==> config.mk <==
export PLATFORM = sky130hd
export DESIGN_NAME = tomasulo_add_unit
export DESIGN_NICKNAME = d
export VERILOG_FILES = /design/src/rtl/tomasulo_add_unit.sv
export SDC_FILE = /design/constraint.sdc
export NUM_CORES = 1
export LEC_CHECK = 0
export BUFFER_PORTS_ARGS = -buffer_cell sky130_fd_sc_hd__buf_2
export CAP_MARGIN = 10
export CORE_AREA = 2 2 128 130
export DETAILED_ROUTE_END_ITERATION = 6
export DIE_AREA = 0 0 130 132
export GPL_ROUTABILITY_DRIVEN = 0
export PLACE_DENSITY = 0.89
export SYNTH_ARGS = -nofsm -noshare
export SYNTH_HDL_FRONTEND = slang
export SYNTH_SLANG_ARGS = --single-unit
==> constraint.sdc <==
create_clock -name clk -period 6.38 [get_ports clk]
set_clock_uncertainty 0.2 [all_clocks]
set_input_delay 0.319 -clock clk [delete_from_list [all_inputs] [get_ports clk]]
set_output_delay 0.319 -clock clk [all_outputs]
set_load 0.01 [all_outputs]
==> src/rtl/tomasulo_add_unit.sv <==
// Integer add/sub/compare unit for the Tomasulo back end.
// Fixed-latency pipeline feeding a credit-guarded in-order result buffer.
module tomasulo_add_unit #(
  parameter int unsigned XLEN      = 32,
  parameter int unsigned TAG_W     = 4,
  parameter int unsigned LATENCY   = 2,
  parameter int unsigned BUF_DEPTH = 2
) (
  input  logic             clk,
  input  logic             reset,
  input  logic             flush,
  input  logic             issue_valid,
  output logic             issue_ready,
  input  logic [1:0]       issue_op,
  input  logic [XLEN-1:0]  src_a,
  input  logic [XLEN-1:0]  src_b,
  input  logic [TAG_W-1:0] issue_tag,
  input  logic             cdb_valid,
  input  logic [TAG_W-1:0] cdb_tag,
  output logic             res_valid,
  output logic [TAG_W-1:0] res_tag,
  output logic [XLEN-1:0]  res_data
);

  localparam int unsigned CW = $clog2(BUF_DEPTH + 1);
  localparam int unsigned PW = (BUF_DEPTH > 1) ? $clog2(BUF_DEPTH) : 1;

  localparam logic [1:0] OP_ADD  = 2'b00;
  localparam logic [1:0] OP_SUB  = 2'b01;
  localparam logic [1:0] OP_SLT  = 2'b10;
  localparam logic [1:0] OP_SLTU = 2'b11;

  logic [XLEN-1:0] alu_res;
  logic            accept;
  logic            pop;
  logic            wr;

  logic [LATENCY-1:0]            vld_q, vld_d;
  logic [LATENCY-1:0][TAG_W-1:0] ptag_q, ptag_d;
  logic [LATENCY-1:0][XLEN-1:0]  pdat_q, pdat_d;

  logic [BUF_DEPTH-1:0][TAG_W-1:0] btag_q;
  logic [BUF_DEPTH-1:0][XLEN-1:0]  bdat_q;
  logic [PW-1:0] head_q, head_d;
  logic [PW-1:0] tail_q, tail_d;
  logic [CW-1:0] cnt_q, cnt_d;
  logic [CW-1:0] used_q, used_d;

  function automatic logic [PW-1:0] inc(input logic [PW-1:0] p);
    return (p == PW'(BUF_DEPTH - 1)) ? '0 : p + 1'b1;
  endfunction

  always_comb begin
    alu_res = '0;
    unique case (issue_op)
      OP_ADD:  alu_res = src_a + src_b;
      OP_SUB:  alu_res = src_a - src_b;
      OP_SLT:  alu_res = {{(XLEN-1){1'b0}}, $signed(src_a) < $signed(src_b)};
      OP_SLTU: alu_res = {{(XLEN-1){1'b0}}, src_a < src_b};
      default: alu_res = '0;
    endcase
  end

  // Credits cover in-flight plus buffered, so the buffer cannot overflow.
  assign issue_ready = (used_q < CW'(BUF_DEPTH));
  assign res_valid   = (cnt_q != '0);
  assign res_tag     = btag_q[head_q];
  assign res_data    = bdat_q[head_q];

  assign accept = issue_valid && issue_ready && !flush;
  assign wr     = vld_q[LATENCY-1] && !flush;
  assign pop    = res_valid && cdb_valid && (cdb_tag == res_tag) && !flush;

  always_comb begin
    vld_d     = vld_q;
    ptag_d    = ptag_q;
    pdat_d    = pdat_q;
    vld_d[0]  = accept;
    ptag_d[0] = issue_tag;
    pdat_d[0] = alu_res;
    for (int i = 1; i < int'(LATENCY); i++) begin
      vld_d[i]  = vld_q[i-1];
      ptag_d[i] = ptag_q[i-1];
      pdat_d[i] = pdat_q[i-1];
    end
    if (flush) vld_d = '0;
  end

  always_comb begin
    cnt_d  = cnt_q;
    used_d = used_q;
    head_d = pop ? inc(head_q) : head_q;
    tail_d = wr ? inc(tail_q) : tail_q;
    unique case ({wr, pop})
      2'b10:   cnt_d = cnt_q + 1'b1;
      2'b01:   cnt_d = cnt_q - 1'b1;
      default: cnt_d = cnt_q;
    endcase
    unique case ({accept, pop})
      2'b10:   used_d = used_q + 1'b1;
      2'b01:   used_d = used_q - 1'b1;
      default: used_d = used_q;
    endcase
    if (flush) begin
      cnt_d  = '0;
      used_d = '0;
      head_d = '0;
      tail_d = '0;
    end
  end

  always_ff @(posedge clk or posedge reset) begin
    if (reset) begin
      vld_q  <= '0;
      ptag_q <= '0;
      pdat_q <= '0;
    end else begin
      vld_q  <= vld_d;
      ptag_q <= ptag_d;
      pdat_q <= pdat_d;
    end
  end

  always_ff @(posedge clk or posedge reset) begin
    if (reset) begin
      btag_q <= '0;
      bdat_q <= '0;
      head_q <= '0;
      tail_q <= '0;
      cnt_q  <= '0;
      used_q <= '0;
    end else begin
      if (wr) begin
        btag_q[tail_q] <= ptag_q[LATENCY-1];
        bdat_q[tail_q] <= pdat_q[LATENCY-1];
      end
      head_q <= head_d;
      tail_q <= tail_d;
      cnt_q  <= cnt_d;
      used_q <= used_d;
    end
  end

endmodule

==> results.md, run 1 <==
* Fin Setup TNS at 0 ps
* CP Data Required Time at 6440 ps
* Worst stage delay on the critical path at 560 ps
* Core area at 0.0157 mm^2
* Max cap viols at 0
* Diodes inserted at 0
* Initial antenna violation count at 0
* Largest net degree at the start of global routing at 97
* Area after DPL at 0.00989 mm^2
* CP Class: primary input to register
* Max Slew Vio Count at 0
* Slowest cell on crit path: o41ai_1
* Status: completed
* PnR worst setup slack at 3160 ps
* Syn. warnings at 0
* Power Dens Cells at 277 mW/mm^2
* GR met2 Demand/Resource at 43.3%
* Worst-skew pair later-pin latency at 410 ps
* Iter 0 DRT Violations at 645
* HP Class: primary input to register
* Fmax at 0.311 GHz
* TritonCTS clock tree: yes
* Post-synth EDFFs at 0
* Met1 Usage GRT at 32.4%
* Setup Buffers After CTS at 0
* Via count at 7415
* Main flop type after synthesis: dfrtp_1
* Final Cell Area at 0.0106 mm^2
* Avg Cell Area, Syn at 9.98 um^2
* CP endpoint kind: register
* Total chip power at 2.92 mW
* Delay-heaviest family, CP: compound AO/OA/AOI/OAI gates
* Inst Count DP at 1215
* CP startpoint kind: primary input
* Crit-path max FO at 14
* Die width at 130 um
* Seq/Total Area, Yosys at 41.4%
* Fin crit share at 50.4%
* Clock period minus worst slack at 3220 ps
* Detailed Route WL at 21800 um
* Initial Utilization at 58.4%
* Post-synth cell types at 68
* CP cell instances: buf_2 -> inv_1 -> ha_1 -> and3_1 -> nand4_1 -> nor4_1 -> a221o_1 -> o21bai_1 -> o311a_1 -> o41ai_1 -> a22oi_1
* Gates resized, CTS repair at 0
* Crit path buf inv count at 2
* Grt peak-use layer: met2
* WL per Instance at 17.4 um
* # IOs at 117
* Worst Path Arrival at 3270 ps
* CTS Buffer Depth at 2
* Leak pwr at 5.16 nW
* DIE AREA at 0.0172 mm^2
* CTS Buf Count at 17
* Final Setup Violations at 0
* CTS clk-pin slew, worst paths at 60 ps
* Slew headroom at 22.5%
* Mapped Cells at 920
* Drt drc at 0
* Grt ovf at 0
* Final HPWL DP at 15300 um
* CTS hold repair buffers at 6
* Mapped cell area at 0.00918 mm^2
* Root buffer cell: clkbuf_16
* Antenna-violating nets left at 0
* Syn Nets at 1064
* TritonCTS sink count at 152
* Nets at 1168
* GRT Total Usage at 25.4%
* Post-synthesis register bit count at 152
* Port Buffers at 116
* Vias in the first global route at 7276
* Global-route wire length before repair at 34800 um
* Final Hold Fails at 0
* Fin cells at 1252
* Vert. Die Dim at 132 um
* Layout overhead on the synthesized area at 14.9%
* Worst Max-Slew Pin Slew at 1160 ps
* Row count at 46
* Worst slack, placed at 2880 ps
* Layout cells sized above 1 at 26.4%
* Worst VDD drop at 217 uV
* Vias per cell at 5.92
* Post-synth ARST share at 100%
* GR Layer Usage met3 at 4.71%
* H-tree depth at 4
* RSZ-0062 raised after global routing: false
* DR pass1 iterations at 5
==> final timing paths <==
| kind | endpoint | cells after the start | slack [ps] | startpoint |
|---|---|---|---|---|
| min | vld_q[0]$_DFF_PP0_ | 2 | 20 | issue_valid |
| max in group asynchronous | pdat_d[61]$_DFF_PP0_ | 4 | 4310 | reset |
| min in group asynchronous | bdat_q[34]$_DFFE_PP0P_ | 3 | 430 | reset |
| min reg2reg | pdat_q[44]$_DFF_PP0_ | 0 | 140 | pdat_d[44]$_DFF_PP0_ |
| max | pdat_d[32]$_DFF_PP0_ | 11 | 3160 | src_b[14] |
| max reg2reg | cnt_q[1]$_DFFE_PP0P_ | 9 | 3520 | head_q$_DFFE_PP0P_ |
==> final cells by class <==
type	count	area [um^2]
timing repair buffer	128	686
inverter	73	279
clock inverter	12	150
fill	1205	5160
multi-input combinational	652	4910
tap	216	270
clock buffer	19	453
sequential	152	3800
==> synthesized netlist by cell type (5+ instances only) <==
cell type / count / share of area (%)
clkbuf_1: 26 / 1.1
mux2_1: 6 / 0.74
nor3_1: 12 / 0.65
nand3_1: 14 / 0.76
o21ai_0: 31 / 1.7
ha_1: 63 / 8.6
xnor2_1: 26 / 2.5
nand2_1: 32 / 1.3
nand4_1: 6 / 0.41
nor2_1: 89 / 3.6
o31ai_1: 17 / 1.4
a211oi_1: 8 / 0.65
mux2i_1: 5 / 0.55
dfrtp_1: 152 / 41
and2_1: 5 / 0.34
nor2b_1: 18 / 1.2
o211ai_1: 8 / 0.65
a21oi_1: 78 / 4.3
mux2_2: 108 / 13
a31oi_1: 11 / 0.75
o21bai_1: 6 / 0.49
nor4_1: 7 / 0.48
buf_4: 5 / 0.41
and3_1: 5 / 0.34
inv_1: 70 / 2.9
buf_2: 7 / 0.38
or3_1: 6 / 0.41
nand2b_1: 7 / 0.48
a21o_1: 10 / 0.82
==> report_power, final <==
part           internal (mW)  switching, mW
Combinational          0.324          0.394
Sequential              1.11         0.0778
Clock                  0.632          0.380
Total                   2.07          0.852
==> layout by cell type (no fill, tap or decap), types with 4 or more instances in the layout <==
| cell | count |
|---|---|
| o211ai_1 | 8 |
| a21oi_1 | 78 |
| clkbuf_16 | 17 |
| nor4_1 | 7 |
| o21a_1 | 4 |
| a311oi_1 | 4 |
| ha_1 | 63 |
| mux2_2 | 108 |
| and2_1 | 5 |
| a21o_1 | 10 |
| inv_1 | 69 |
| nor2_1 | 89 |
| nand4_1 | 6 |
| buf_4 | 6 |
| o41ai_1 | 4 |
| nand3_1 | 14 |
| mux2_1 | 6 |
| dlygate4sd3_1 | 6 |
| xnor2_1 | 26 |
| a31oi_1 | 11 |
| a21boi_0 | 4 |
| buf_2 | 116 |
| o21ai_1 | 4 |
| or3_1 | 6 |
| mux2i_1 | 5 |
| o31ai_1 | 17 |
| clkinv_2 | 4 |
| dfrtp_1 | 152 |
| o21bai_1 | 6 |
| nand2_1 | 32 |
| nand2b_1 | 7 |
| a211oi_1 | 8 |
| o221ai_1 | 4 |
| nor2b_1 | 18 |
| nor3_1 | 12 |
| and3_1 | 5 |
| o21ai_0 | 31 |
==> per-stage QoR <==
| step | util (%) | hold slack (ps) |
|---|---|---|
| floorplan | - | 131 |
| global placement | 62.9 | 132 |
| detailed placement | 62.9 | 135 |
| CTS | 67.1 | 10.0 |
| global route | 67.1 | 6.05 |
| finish | 67.1 | 23.9 |
==> sequential cells by signal, indices dropped and copies added (netlist names) <==
signal	cells
pdat_q	32
tail_q	1
used_q	2
ptag_q	4
btag_q	8
cnt_q	2
vld_q	2
head_q	1
bdat_q	64
pdat_d	32
ptag_d	4
==> metal layers <==
metal / part of all wire (%) / up-vias
li1: - / 3458
met1: 42 / 3514
met2: 49 / 382
met3: 6.7 / 61
met4: 2.6 / 0
met5: 0 / -
==> kinds of logic (layout without fill, tap and decap cells) <==
family / Yosys count / in the layout / share of synthesized area (%)
XOR/XNOR: 29 / 29 / 2.77
multiplexers: 119 / 119 / 14.5
buffers and inverters: 116 / 232 / 5.15
AND/OR/NAND/NOR: 218 / 218 / 11.5
AO/OA/AOI/OAI: 221 / 221 / 15.6
flip-flops: 152 / 152 / 41.4
adder cells (fa/ha/maj): 65 / 65 / 9.02
Note: power is estimated with default switching activity, not from simulation.
==> run 2, diff against run 1 <==
--- a/config.mk
+++ b/config.mk
@@ -7,11 +7,11 @@
 export LEC_CHECK = 0
 export BUFFER_PORTS_ARGS = -buffer_cell sky130_fd_sc_hd__buf_2
 export CAP_MARGIN = 10
-export CORE_AREA = 2 2 128 130
+export CORE_AREA = 2 2 135 137
 export DETAILED_ROUTE_END_ITERATION = 6
-export DIE_AREA = 0 0 130 132
+export DIE_AREA = 0 0 137 139
 export GPL_ROUTABILITY_DRIVEN = 0
-export PLACE_DENSITY = 0.89
+export PLACE_DENSITY = 0.85
 export SYNTH_ARGS = -nofsm -noshare
 export SYNTH_HDL_FRONTEND = slang
 export SYNTH_SLANG_ARGS = --single-unit
==> constraint.sdc (replaced) <==
create_clock -name clk -period 2.8 [get_ports clk]
set_clock_uncertainty 0.2 [all_clocks]
set_input_delay 0.14 -clock clk [delete_from_list [all_inputs] [get_ports clk]]
set_output_delay 0.14 -clock clk [all_outputs]
set_load 0.01 [all_outputs]
==> run 2 against run 1 <==
Cell count grew 10%. Via count grew 5.4%. Global-route usage shrank 1.1 points. Clock-buffer cell count grew 1. Non-clock buffer count grew 111. Cell area grew 8.4%. Core utilization shrank 2.4 points. Combinational power grew to 2.5 times the previous value. Clock power grew 120%. Sequential cell count is the same. Critical path depth grew 1. Largest cell class unchanged. Largest power group unchanged. Highest routed layer unchanged.
==> results.md, run 2 (synthesis gave the netlist of run 1 again) <==
* Worst Max-Slew Pin Slew at 863 ps (-295 ps)
* Slew headroom at 42.3% (+20 points)
* Iter 0 DRT Violations at 749 (+16%)
* Final Setup Violations at 0 (unchanged)
* GRT Total Usage at 24.4% (-1.1 points)
* Crit path buf inv count at 2 (unchanged)
* Delay-heaviest family, CP: compound AO/OA/AOI/OAI gates
* H-tree depth at 4 (unchanged)
* Drt drc at 0 (unchanged)
* Slowest cell on crit path: a2111o_1
* Vert. Die Dim at 139 um (+5.3%)
* Via count at 7813 (+5.4%)
* Initial antenna violation count at 0 (unchanged)
* Max Slew Vio Count at 0 (unchanged)
* Status: completed
* Layout cells sized above 1 at 33.4% (+6.9 points)
* TritonCTS clock tree: yes
* Global-route wire length before repair at 37500 um (+7.5%)
* TritonCTS sink count at 152 (unchanged)
* # IOs at 117 (unchanged)
* Worst VDD drop at 526 uV (+140%)
* Most frequent cells in the layout: dfrtp_1 (152), buf_2 (116), buf_4 (110)
* DIE AREA at 0.0190 mm^2 (+11%)
* Final Hold Fails at 0 (unchanged)
* Max cap viols at 0 (unchanged)
* Worst-skew pair later-pin latency at 410 ps (about the same)
* CP Data Required Time at 2890 ps (-3550 ps)
* CTS Buf Count at 17 (unchanged)
* Fin crit share at 95.9%
* Worst slack, placed at -314 ps (-3190 ps)
* Diodes inserted at 0 (unchanged)
* Antenna-violating nets left at 0 (unchanged)
* Most common cell after layout, fill and taps aside: dfrtp_1
* Initial Utilization at 52.0% (-6.4 points)
* Most flops, register: bdat_q
* Max FFs per register at 64 (unchanged)
* Die width at 137 um (+5.4%)
* CTS Buffer Depth at 2 (unchanged)
* Layout overhead on the synthesized area at 24.5%
* CP endpoint kind: register
* CTS clk-pin slew, worst paths at 60 ps (about the same)
* Vias in the first global route at 7778 (+6.9%)
* Vias per cell at 5.67 (-4.2%)
* HP Class: primary input to register
* Grt ovf at 0 (unchanged)
* Clock period minus worst slack at 2680 ps
* WL per Instance at 16.5 um (-5.3%)
* Leak pwr at 5.69 nW (+10%)
* DR pass1 iterations at 6 (+1)
* Crit-path max FO at 3 (-11)
* Fin Setup TNS at 0 ps (unchanged)
* Core area at 0.0177 mm^2 (+12%)
* Nets at 1279 (+9.5%)
* Detailed Route WL at 22700 um (+4.1%)
* Power Dens Cells at 586 mW/mm^2 (+110%)
* Worst Path Arrival at 2770 ps (-500 ps)
* Largest net degree at the start of global routing at 55 (-43%)
* CP Class: primary input to register
* Fmax at 0.373 GHz
* CP startpoint kind: primary input
* Final HPWL DP at 17200 um (+12%)
* Root buffer cell: clkbuf_16
* Row count at 49 (+6.5%)
* Worst stage delay on the critical path at 450 ps (-110 ps)
* PnR worst setup slack at 116 ps (-3050 ps)
* CP cell instances: buf_2 -> ha_1 -> inv_1 -> fa_1 -> nor2_1 -> o311a_1 -> a31o_1 -> o41ai_4 -> a21oi_2 -> a2111o_1 -> o31ai_1 -> mux2_1
* FF-to-FF setup slack at 340 ps (-3180 ps)
* Port Buffers at 116 (unchanged)
run 2: tightest hold or removal path, delay by kind of cell:
| family | cells | cell delay, ps |
|---|---|---|
| AOI/OAI and AO/OA | 2 | 120 |
| adders and majority gates | 1 | 180 |
| buffers and inverters | 1 | 80 |
| and+or+nand+nor | 1 | 60 |
run 2: routing by layer:
metal,vias to the layer above,track usage [%],share of wire [%]
li1,3689,-,-
met2,361,40.5,49
met1,3702,32.4,42
met5,-,0,0
met4,0,8.68,2.7
met3,61,3.58,6.8
run 2: final cells by class:
class | instances | area [um^2]
Clock inverter | 12 | 128
Fill cell | 1395 | 6220
Clock buffer | 20 | 447
Multi-Input combinational cell | 652 | 4920
Inverter | 73 | 278
Sequential cell | 152 | 3800
Tap cell | 229 | 287
Timing Repair Buffer | 239 | 1570
run 2: path summary, 6_finish.rpt:
kind,start,depth (start not counted),endpoint
setup / recovery,src_a[0],12,pdat_d[60]$_DFF_PP0_
hold / removal,src_a[31],5,pdat_d[32]$_DFF_PP0_
setup reg to reg,head_q$_DFFE_PP0P_,8,cnt_q[1]$_DFFE_PP0P_
hold reg to reg,pdat_d[59]$_DFF_PP0_,0,pdat_q[59]$_DFF_PP0_
max in group asynchronous,reset,4,bdat_q[29]$_DFFE_PP0P_
min in group asynchronous,reset,3,bdat_q[4]$_DFFE_PP0P_
run 2: report_power, final:
part,total (mW),switching (mW),internal [mW]
clock network,2.18,0.845,1.33
registers,2.71,0.169,2.54
logic,1.82,0.937,0.886
run 2: through the flow:
stage          area [um^2]  std cells  utilization (%)  total power [mW]  hold slack, ps
6_report             11400       1377             64.7              6.70            16.6
2_1_floorplan         9180        920                -              3.81           -28.6
5_1_grt              11400       1377             64.7              7.05            40.9
3_3_place_gp         10700       1335             60.8              4.43            63.6
4_1_cts              11400       1377             64.7              6.71            7.64
3_5_place_dp         10700       1335             60.8              4.52            53.9
run 2: timing repair:
item                                   CTS  global route
buffers inserted                         0             0
hold buffers                            10             0
setup endpoints to repair                0             5
gates resized for setup                  0             4
endpoints found under the hold margin   55             0
==> run 3, diff against run 2 <==
--- a/config.mk
+++ b/config.mk
@@ -7,10 +7,11 @@
 export LEC_CHECK = 0
 export BUFFER_PORTS_ARGS = -buffer_cell sky130_fd_sc_hd__buf_2
 export CAP_MARGIN = 10
-export CORE_AREA = 2 2 135 137
+export CORE_AREA = 2 2 121 153
 export DETAILED_ROUTE_END_ITERATION = 6
-export DIE_AREA = 0 0 137 139
+export DIE_AREA = 0 0 123 155
 export GPL_ROUTABILITY_DRIVEN = 0
+export HOLD_SLACK_MARGIN = 0.02
 export PLACE_DENSITY = 0.85
 export SYNTH_ARGS = -nofsm -noshare
 export SYNTH_HDL_FRONTEND = slang
==> run 3 against run 2 <==
Register-to-register slack improved by 50 ps. Largest power group unchanged. Sequential power about the same. Critical path depth increased by 2. Combinational power increased by 2%. Maximum frequency decreased by 0.87%. Cell area increased by 1.5%. Worst setup slack got worse by 24 ps. Sequential share of layout area decreased by 0.48 points. First-iteration DRC count decreased by 13%.
==> results.md, run 3 (synthesis gave the netlist of run 1 again) <==
* TritonCTS sink count at 152 (unchanged)
* Power Dens Cells at 606 mW/mm^2 (+3.4%)
* Register area at 0.00380 mm^2 (unchanged)
* Port Buffers at 116 (unchanged)
* Global-route wire length before repair at 38500 um (+2.8%)
* Final Setup Violations at 0 (unchanged)
* Nets at 1294 (+1.2%)
* CP startpoint kind: primary input
* Fin cells at 1391 (+1.0%)
* CP most frequent cell: buf_4
* Max FFs per register at 64 (unchanged)
* Root buffer cell: clkbuf_16
* Post-layout util at 65.3% (+0.58 points)
* # IOs at 117 (unchanged)
* Vias per cell at 5.70 (+0.48%)
* Largest net degree at the start of global routing at 45 (-18%)
* DR pass1 iterations at 6 (unchanged)
* Worst VDD drop at 457 uV (-13%)
* Fmax at 0.369 GHz (-0.87%)
* CP Class: primary input to register
* RSZ-0062 raised after global routing: true
* Iter 0 DRT Violations at 655 (-13%)
* Core area at 0.0178 mm^2 (+0.55%)
* Delay-heaviest family, CP: compound AO/OA/AOI/OAI gates
* Status: completed
* CTS Buf Count at 17 (unchanged)
* # fillers at 1376 (-1.4%)
* Fin crit share at 96.7% (+0.85 points)
* DIE AREA at 0.0191 mm^2 (+0.12%)
* TritonCTS clock tree: yes
* Most flops, register: bdat_q
* Layout cells sized above 1 at 34.6% (+1.2 points)
* CP cell instances: buf_2 -> inv_1 -> ha_1 -> nor2b_1 -> o211ai_1 -> a311oi_1 -> buf_4 -> o31ai_1 -> buf_4 -> nand3_1 -> a2111oi_2 -> buf_4 -> nor4_1 -> nor3_1
* Worst Max-Slew Pin Slew at 946 ps (+82.9 ps)
* Grt ovf at 0 (unchanged)
* Worst Path Arrival at 2810 ps (+40 ps)
* Most frequent cells in the layout: dfrtp_1 (152), buf_4 (127), buf_2 (116)
* Leak pwr at 5.79 nW (+1.8%)
* Final HPWL DP at 17300 um (+0.70%)
* Via count at 7930 (+1.5%)
* Slowest cell on crit path: a2111oi_2
* Area of the multi-input gates at 0.00493 mm^2 (+0.20%)
* Vias in the first global route at 8008 (+3.0%)
* CTS Buffer Depth at 2 (unchanged)
* WL per Instance at 17.2 um (+4.6%)
* Initial Utilization at 51.7% (-0.29 points)
* Most common cell after layout, fill and taps aside: dfrtp_1
* Clock period minus worst slack at 2710 ps (+23.7 ps)
* Crit path buf inv count at 5 (+3)
* HP Class: primary input to register
* Inst Count DP at 1349 (+1.0%)
* Hold slack at 53.0 ps (+36.4 ps)
* Row count at 55 (+12%)
* CP endpoint kind: register
* Detailed Route WL at 24000 um (+5.7%)
* Max Slew Vio Count at 0 (unchanged)
* Max cap viols at 0 (unchanged)
* Antenna-violating nets left at 0 (unchanged)
* H-tree depth at 4 (unchanged)
* Drt drc at 0 (unchanged)
* Diodes inserted at 0 (unchanged)
* CP Data Required Time at 2900 ps (about the same)
* Crit-path max FO at 4 (+1)
* Worst-skew pair later-pin latency at 410 ps (about the same)
* Total chip power at 7.03 mW (+4.9%)
* Worst stage delay on the critical path at 460 ps (about the same)
* Vert. Die Dim at 155 um (+12%)
* Initial antenna violation count at 0 (unchanged)
* Final Hold Fails at 0 (unchanged)
* Slew headroom at 36.8% (-5.5 points)
* GRT Total Usage at 25.4% (+1.1 points)
* Final Cell Area at 0.0116 mm^2 (+1.5%)
* Layout overhead on the synthesized area at 26.3%
* Die width at 123 um (-10%)
* Area after DPL at 0.0108 mm^2 (+0.80%)
* CTS clk-pin slew, worst paths at 60 ps (about the same)
-- run 3: path summary, 6_finish.rpt --
path / slack, ps / cells after the start / to / from
setup / recovery: 90 / 14 / pdat_d[57]$_DFF_PP0_ / src_b[1]
hold / removal: 50 / 5 / pdat_d[32]$_DFF_PP0_ / src_a[31]
hold reg to reg: 140 / 0 / pdat_q[49]$_DFF_PP0_ / pdat_d[49]$_DFF_PP0_
setup reg to reg: 390 / 8 / cnt_q[0]$_DFFE_PP0P_ / head_q$_DFFE_PP0P_
max in group asynchronous: 1390 / 4 / pdat_d[41]$_DFF_PP0_ / reset
min in group asynchronous: 270 / 3 / bdat_q[5]$_DFFE_PP0P_ / reset
-- run 3: metrics by stage --
step	TNS [ps]	setup WS, ps
after floorplan	0	80.8
after global placement	-1870	-505
after detailed placement	-2170	-500
after CTS	0	13.4
after global routing	-35.8	-35.8
final	0	92.2
-- run 3: final cells by class --
class | instances | area share, %
Timing Repair Buffer | 254 | 14.3
Clock inverter | 13 | 1.65
Inverter | 73 | 2.39
Clock buffer | 19 | 3.91
Sequential cell | 152 | 32.8
Tap cell | 228 | 2.46
Multi-Input combinational cell | 652 | 42.5
-- run 3: report_power, final --
part	internal, mW	switching (mW)	leakage, nW	total [mW]
Combinational	0.904	0.957	3.50	1.86
Clock	1.55	0.903	0.312	2.45
Sequential	2.54	0.180	1.98	2.72
Total	4.99	2.04	5.79	7.03
-- run 3: timing repair --
| item | 4_1_cts | 5_1_grt |
|---|---|---|
| gates resized for setup | 1 | 6 |
| setup endpoints to repair | 1 | 5 |
| hold endpoints to repair | 60 | 0 |
| buffers inserted | 0 | 0 |
| hold buffers | 10 | 0 |
-- run 3: per-layer routing --
layer | track usage [%] | routed length (um) | vias up
li1 | - | - | 3728
met5 | 0 | 0 | -
met1 | 28.9 | 9210 | 3784
met3 | 4.73 | 1440 | 82
met4 | 10.6 | 913 | 0
met2 | 46.1 | 12400 | 336
-- run 3: worst register-to-register path: cells and delay by family (launching register included) --
family	cells	cell delay (ps)
and+or+nand+nor	4	510
muxes	1	390
buffers and inverters	2	540
xor gates and xnor gates	1	200
DFF	1	460
